File: config.mk
export PLATFORM = sky130hd
export DESIGN_NAME = indexed_array_store
export DESIGN_NICKNAME = d
export VERILOG_FILES = /design/src/rtl/idx_array_pkg.sv /design/src/rtl/idx_array_clear_seq.sv /design/src/rtl/indexed_array_store.sv
export SDC_FILE = /design/constraint.sdc
export NUM_CORES = 1
export LEC_CHECK = 0
export ABC_AREA = 1
export ABC_CLOCK_PERIOD_IN_PS = 3520
export CORE_UTILIZATION = 50
export DETAILED_ROUTE_END_ITERATION = 8
export DONT_BUFFER_PORTS = 1
export PLACE_DENSITY = 0.73
export SYNTH_ARGS = -nofsm -noshare
export SYNTH_HDL_FRONTEND = slang
export SYNTH_HIERARCHICAL = 1
export SYNTH_SLANG_ARGS = --single-unit
File: constraint.sdc
create_clock -name clk_i -period 3.52 [get_ports clk_i]
set_clock_uncertainty 0.2 [all_clocks]
set_input_delay 0.704 -clock clk_i [delete_from_list [all_inputs] [get_ports clk_i]]
set_output_delay 0.704 -clock clk_i [all_outputs]
set_load 0.05 [all_outputs]
File: src/rtl/idx_array_pkg.sv
// Shared definitions for indexed_array_store: Option tag encoding, clear FSM
// states and small helpers used for sizing and tag selection.
package idx_array_pkg;

  localparam logic OPT_TAG_SOME = 1'b0;
  localparam logic OPT_TAG_NONE = 1'b1;

  typedef enum logic {
    ST_IDLE  = 1'b0,
    ST_CLEAR = 1'b1
  } clr_state_t;

  function automatic logic opt_tag(input logic hit);
    return hit ? OPT_TAG_SOME : OPT_TAG_NONE;
  endfunction

  // Counter/address width that stays legal for a single-entry array.
  function automatic int cnt_width(input int depth);
    return (depth > 1) ? $clog2(depth) : 1;
  endfunction

endpackage

File: src/rtl/idx_array_clear_seq.sv
// Clear sequencer: on a clear pulse in IDLE, sweeps entries 0..DEPTH-1 one per
// cycle and reports busy while the sweep is in progress.
module idx_array_clear_seq
  import idx_array_pkg::*;
#(
  parameter int DEPTH = 3,
  parameter int CNT_W = cnt_width(DEPTH)
) (
  input  logic             clk_i,
  input  logic             rst_n_i,
  input  logic             clear_i,
  output logic             busy_o,
  output logic             clr_en_o,
  output logic [CNT_W-1:0] clr_idx_o
);

  localparam logic [CNT_W-1:0] LAST_IDX = CNT_W'(DEPTH - 1);

  clr_state_t       r_state;
  clr_state_t       w_state_nxt;
  logic [CNT_W-1:0] r_cnt;
  logic [CNT_W-1:0] w_cnt_nxt;

  always_ff @(posedge clk_i or negedge rst_n_i) begin
    if (!rst_n_i) begin
      r_state <= ST_IDLE;
      r_cnt   <= '0;
    end else begin
      r_state <= w_state_nxt;
      r_cnt   <= w_cnt_nxt;
    end
  end

  always_comb begin
    w_state_nxt = r_state;
    w_cnt_nxt   = r_cnt;
    busy_o      = 1'b0;
    clr_en_o    = 1'b0;
    case (r_state)
      ST_IDLE: begin
        if (clear_i) begin
          w_state_nxt = ST_CLEAR;
          w_cnt_nxt   = '0;
        end
      end
      ST_CLEAR: begin
        busy_o   = 1'b1;
        clr_en_o = 1'b1;
        if (r_cnt == LAST_IDX) begin
          w_state_nxt = ST_IDLE;
          w_cnt_nxt   = '0;
        end else begin
          w_cnt_nxt = r_cnt + 1'b1;
        end
      end
      default: w_state_nxt = ST_IDLE;
    endcase
  end

  assign clr_idx_o = r_cnt;

endmodule

File: src/rtl/indexed_array_store.sv
// DEPTH x WIDTH store with tag-checked registered reads returning an Option word.
// Define IDX_ARRAY_BYPASS_EN for write-first forwarding on same-edge write/read.
module indexed_array_store
  import idx_array_pkg::*;
#(
  parameter int WIDTH = 16,
  parameter int DEPTH = 3,
  parameter int IDX_W = 16
) (
  input  logic             clk_i,
  input  logic             rst_n_i,
  input  logic             wr_en_i,
  input  logic [IDX_W-1:0] wr_index_i,
  input  logic [WIDTH-1:0] wr_data_i,
  input  logic             rd_en_i,
  input  logic [IDX_W-1:0] index_i,
  input  logic             clear_i,
  output logic [WIDTH:0]   output__,
  output logic             rd_valid_o,
  output logic             busy_o
);

  localparam int           AW        = cnt_width(DEPTH);
  localparam logic [WIDTH:0] NONE_WORD = {OPT_TAG_NONE, {WIDTH{1'b0}}};

  function automatic logic [WIDTH:0] opt_word(input logic tag, input logic [WIDTH-1:0] payload);
    return {tag, (tag == OPT_TAG_SOME) ? payload : {WIDTH{1'b0}}};
  endfunction

  // Full-width unsigned compare so high index bits can never alias a low entry.
  function automatic logic in_range(input logic [IDX_W-1:0] idx);
    return {1'b0, idx} < (IDX_W + 1)'(DEPTH);
  endfunction

  logic [WIDTH-1:0] r_data [DEPTH];
  logic [DEPTH-1:0] r_valid;
  logic [WIDTH:0]   r_out;
  logic             r_rd_valid;

  logic             w_busy;
  logic             w_clr_en;
  logic [AW-1:0]    w_clr_idx;
  logic             w_wr_ok;
  logic             w_rd_hit;
  logic [AW-1:0]    w_wr_addr;
  logic [AW-1:0]    w_rd_addr;
  logic [WIDTH:0]   w_rd_word;

  idx_array_clear_seq #(
    .DEPTH (DEPTH),
    .CNT_W (AW)
  ) u_clear_seq (
    .clk_i     (clk_i),
    .rst_n_i   (rst_n_i),
    .clear_i   (clear_i),
    .busy_o    (w_busy),
    .clr_en_o  (w_clr_en),
    .clr_idx_o (w_clr_idx)
  );

  assign w_wr_addr = wr_index_i[AW-1:0];
  assign w_rd_addr = index_i[AW-1:0];
  assign w_wr_ok   = wr_en_i && !w_busy && in_range(wr_index_i);
  // Reads during a sweep report None even for entries not yet reached.
  assign w_rd_hit  = !w_busy && in_range(index_i) && r_valid[w_rd_addr];

  always_comb begin
    w_rd_word = opt_word(opt_tag(w_rd_hit), r_data[w_rd_addr]);
`ifdef IDX_ARRAY_BYPASS_EN
    if (w_wr_ok && (wr_index_i == index_i)) begin
      w_rd_word = opt_word(OPT_TAG_SOME, wr_data_i);
    end
`endif
  end

  always_ff @(posedge clk_i or negedge rst_n_i) begin
    if (!rst_n_i) begin
      r_valid    <= '0;
      r_out      <= NONE_WORD;
      r_rd_valid <= 1'b0;
    end else begin
      if (w_clr_en) begin
        r_valid[w_clr_idx] <= 1'b0;
      end else if (w_wr_ok) begin
        r_valid[w_wr_addr] <= 1'b1;
      end
      r_rd_valid <= rd_en_i;
      if (rd_en_i) begin
        r_out <= w_rd_word;
      end
    end
  end

  // Payload storage is not reset; stale contents are hidden by the valid vector.
  always_ff @(posedge clk_i) begin
    if (w_clr_en) begin
      r_data[w_clr_idx] <= '0;
    end else if (w_wr_ok) begin
      r_data[w_wr_addr] <= wr_data_i;
    end
  end

  assign output__   = r_out;
  assign rd_valid_o = r_rd_valid;
  assign busy_o     = w_busy;

endmodule

==> results.toml <==
[clock_network]
tritoncts = "built"
htreeDepth = 3
clock_latency_ns = 0.34
clock_path_buffers = 2
clock-sinks = 72
cts_setup_buffers = 0
numCtsBuffers = 9
root_buffer = "clkbuf_8"
clkSlewWorstSetupHoldPaths_ns = 0.07

[cells_and_area]
nets = 371
layout.cells.non_filler = 398
syn_to_final_growth_pct = 8.801
n_fill_cell = 520
drive_gt1_share_pct = 15.48
diodes = 0

[worst_setup_path]
slowest_stage = "nor2_1"
worstPathRequired_ns = 3.26
cp_common_cell = "nor2_1"
crit_family = "simple AND/OR/NAND/NOR gates"
crit_path_max_incr_delay_ns = 0.98
worstPathMaxFanout = 16
critPathKind = "register to register"
end_kind = "register"
crit_buf_inv = 0
critical_path.cell_chain = "nor2_1 -> nand2_1 -> nor2_2 -> nand4_4 -> nor2_1 -> nor2_1 -> nor2_1"
crit_arrival_ns = 2.51
startpoint_type = "register"

[timing]
min_period_over_period_pct = 78.62
slew_headroom_pct = 11.83
finalCriticalPeriod_ns = 2.767
hold_violations = 0
tns_ns = 0
worst_pin_slew_ns = 1.318
rsz0062_at_grt = "false"
drv_slew = 0
fmax_mhz = 361.3
finalSetupViolations = 0

[drt]
post_drt_wl_per_cell_um = 14.42
avgViaCountPerCell = 5.173
dr.first_iter.drc_count = 134
drt-total-wl_mm = 5.739
drc = 0
ant_nets = 0
dr.pass1.iters = 4
num_vias = 2059

[outcome]
status = "finished, final reports clean"

[die]
initial_utilization_pct = 52.84
rows = 28
num_io_pins = 72
coreArea_sq_um = 6026
die_w_um = 81.81
die_area_sq_um = 6692
die_h_um = 81.81

[synthesis]
syn_avg_cell_area_sq_um = 10.17
yosys_register_bits = 72
synthesis.area_sq_um = 3184
yosysUniqueCellTypes = 28
synth_seq_area_share_pct = 64.17
syn-instance-count = 313
synth.area.top_cells = "edfxtp_1 45%, dfrtp_1 18%, nand2_1 9.2%, o21ai_0 4.2%, nor2_1 4.1%"
synth_top_cell_by_area = "edfxtp_1"
ys_warn_count = 6
yosysTopAreaCellShare_pct = 45.27
synthesis.nets = 366

[global_route]
grt_pass1_wl_mm = 9.321
grt_antenna_before_repair = 0
gr-total-overflow = 0
track_usage_pct = 19.18
grt_max_degree = 35
grt_pass1_vias = 1982

[flow_run]
maxCapViolCount = 0

[place]
post-place-cells = 381
dp_hpwl_mm = 4.087
numPortBuffers = 0
place_congestion = 0.7873

[power_and_ir_drop]
ir_drop_mv = 0.3183
power_density_nw_per_um2 = 653.6
p_leak_uw = 0.001444

[hold_path]
min_path_type = "input pin to register"
## metrics by stage
stage | cell area (sq um) | power, uW | utilization [%] | setup slack, ns | hold slack, ns
after floorplan | 3184 | 1468 | - | 0.8647 | 0.2084
after global placement | 3231 | 1544 | 53.61 | 0.5818 | 0.2090
after detailed placement | 3231 | 1560 | 53.61 | 0.4861 | 0.2093
after CTS | 3465 | 2278 | 57.50 | 0.7096 | 0.1820
after global routing | 3465 | 2382 | 57.50 | 0.5250 | 0.1775
final | 3465 | 2264 | 57.50 | 0.7526 | 0.1972
## layer usage
metal / GRT usage, % / vias up / wire, um
li1: - / 1038 / -
met5: 0 / - / 0
met4: 7.719 / 0 / 34
met2: 27.60 / 71 / 2616
met3: 5.556 / 2 / 389
met1: 27.11 / 948 / 2700
## cells by family after synthesis
kind of cell | synth area share [%]
DFF | 64.17
buffers and inverters | 6.169
and+or+nand+nor | 21.53
AOI/OAI and AO/OA | 8.134
## power by group
part | switching (uW) | internal (uW)
clock network | 281 | 438
logic | 255 | 92.1
registers | 78.8 | 1120
## flip-flops by register name (all words and copies together) (netlist names)
signal                 count
r_data                    48
r_valid                    3
rd_valid_o                 1
u_clear_seq/r_state        1
output__                  17
u_clear_seq/clr_idx_o      2
## cell usage after synthesis, drive strengths merged
cell type	instances
clkinv	1
buf	7
and2	1
nand3	19
o21a	1
nor2	49
dfstp	1
nand2	80
nand4	4
a21oi	4
dfrtp	23
nor3	2
inv	32
edfxtp	48
o21ai	38
clkbuf	3
## what timing repair did
item	in CTS	in global routing
gates resized for setup	0	0
endpoints found under the hold margin	24	0
hold buffers	1	0
## placed cells by master, fill, tap and decap left out, drive strengths merged
master       instances
edfxtp              48
a21oi                4
nor3                 2
nand3               19
and2                 1
clkbuf              13
inv                 32
buf                  3
dfrtp               23
clkinv               2
nand4                4
o21a                 1
dfstp                1
nor2                49
dlygate4sd3          1
bufinv               2
o21ai               38
nand2               80
## path summary, 6_finish.rpt
kind                                      from            to  slack, ns  depth (start not counted)
hold / removal                         rd_en_i    rd_valid_o       0.20                          0
min in group asynchronous              rst_n_i   output__[0]       0.80                          1
hold reg to reg                     r_valid[1]    r_valid[1]       0.32                          2
max in group asynchronous              rst_n_i    r_valid[0]       1.68                          1
setup / recovery           u_clear_seq/r_state  r_data[0][4]       0.75                          7
setup reg to reg           u_clear_seq/r_state  r_data[0][4]       0.75                          7
## cell type report
| class | count | area (sq um) | share of cell area, % |
|---|---|---|---|
| clock inverters | 3 | 65.06 | 1.878 |
| inverters | 33 | 126.4 | 3.648 |
| well taps | 75 | 93.84 | 2.709 |
| clock buffers | 13 | 158.9 | 4.586 |
| flip-flops and latches | 72 | 2043 | 58.97 |
| multi-input cells | 198 | 944.7 | 27.27 |
| repair buffers | 4 | 32.53 | 0.9390 |
No activity file was read; power rests on OpenSTA's default activity.
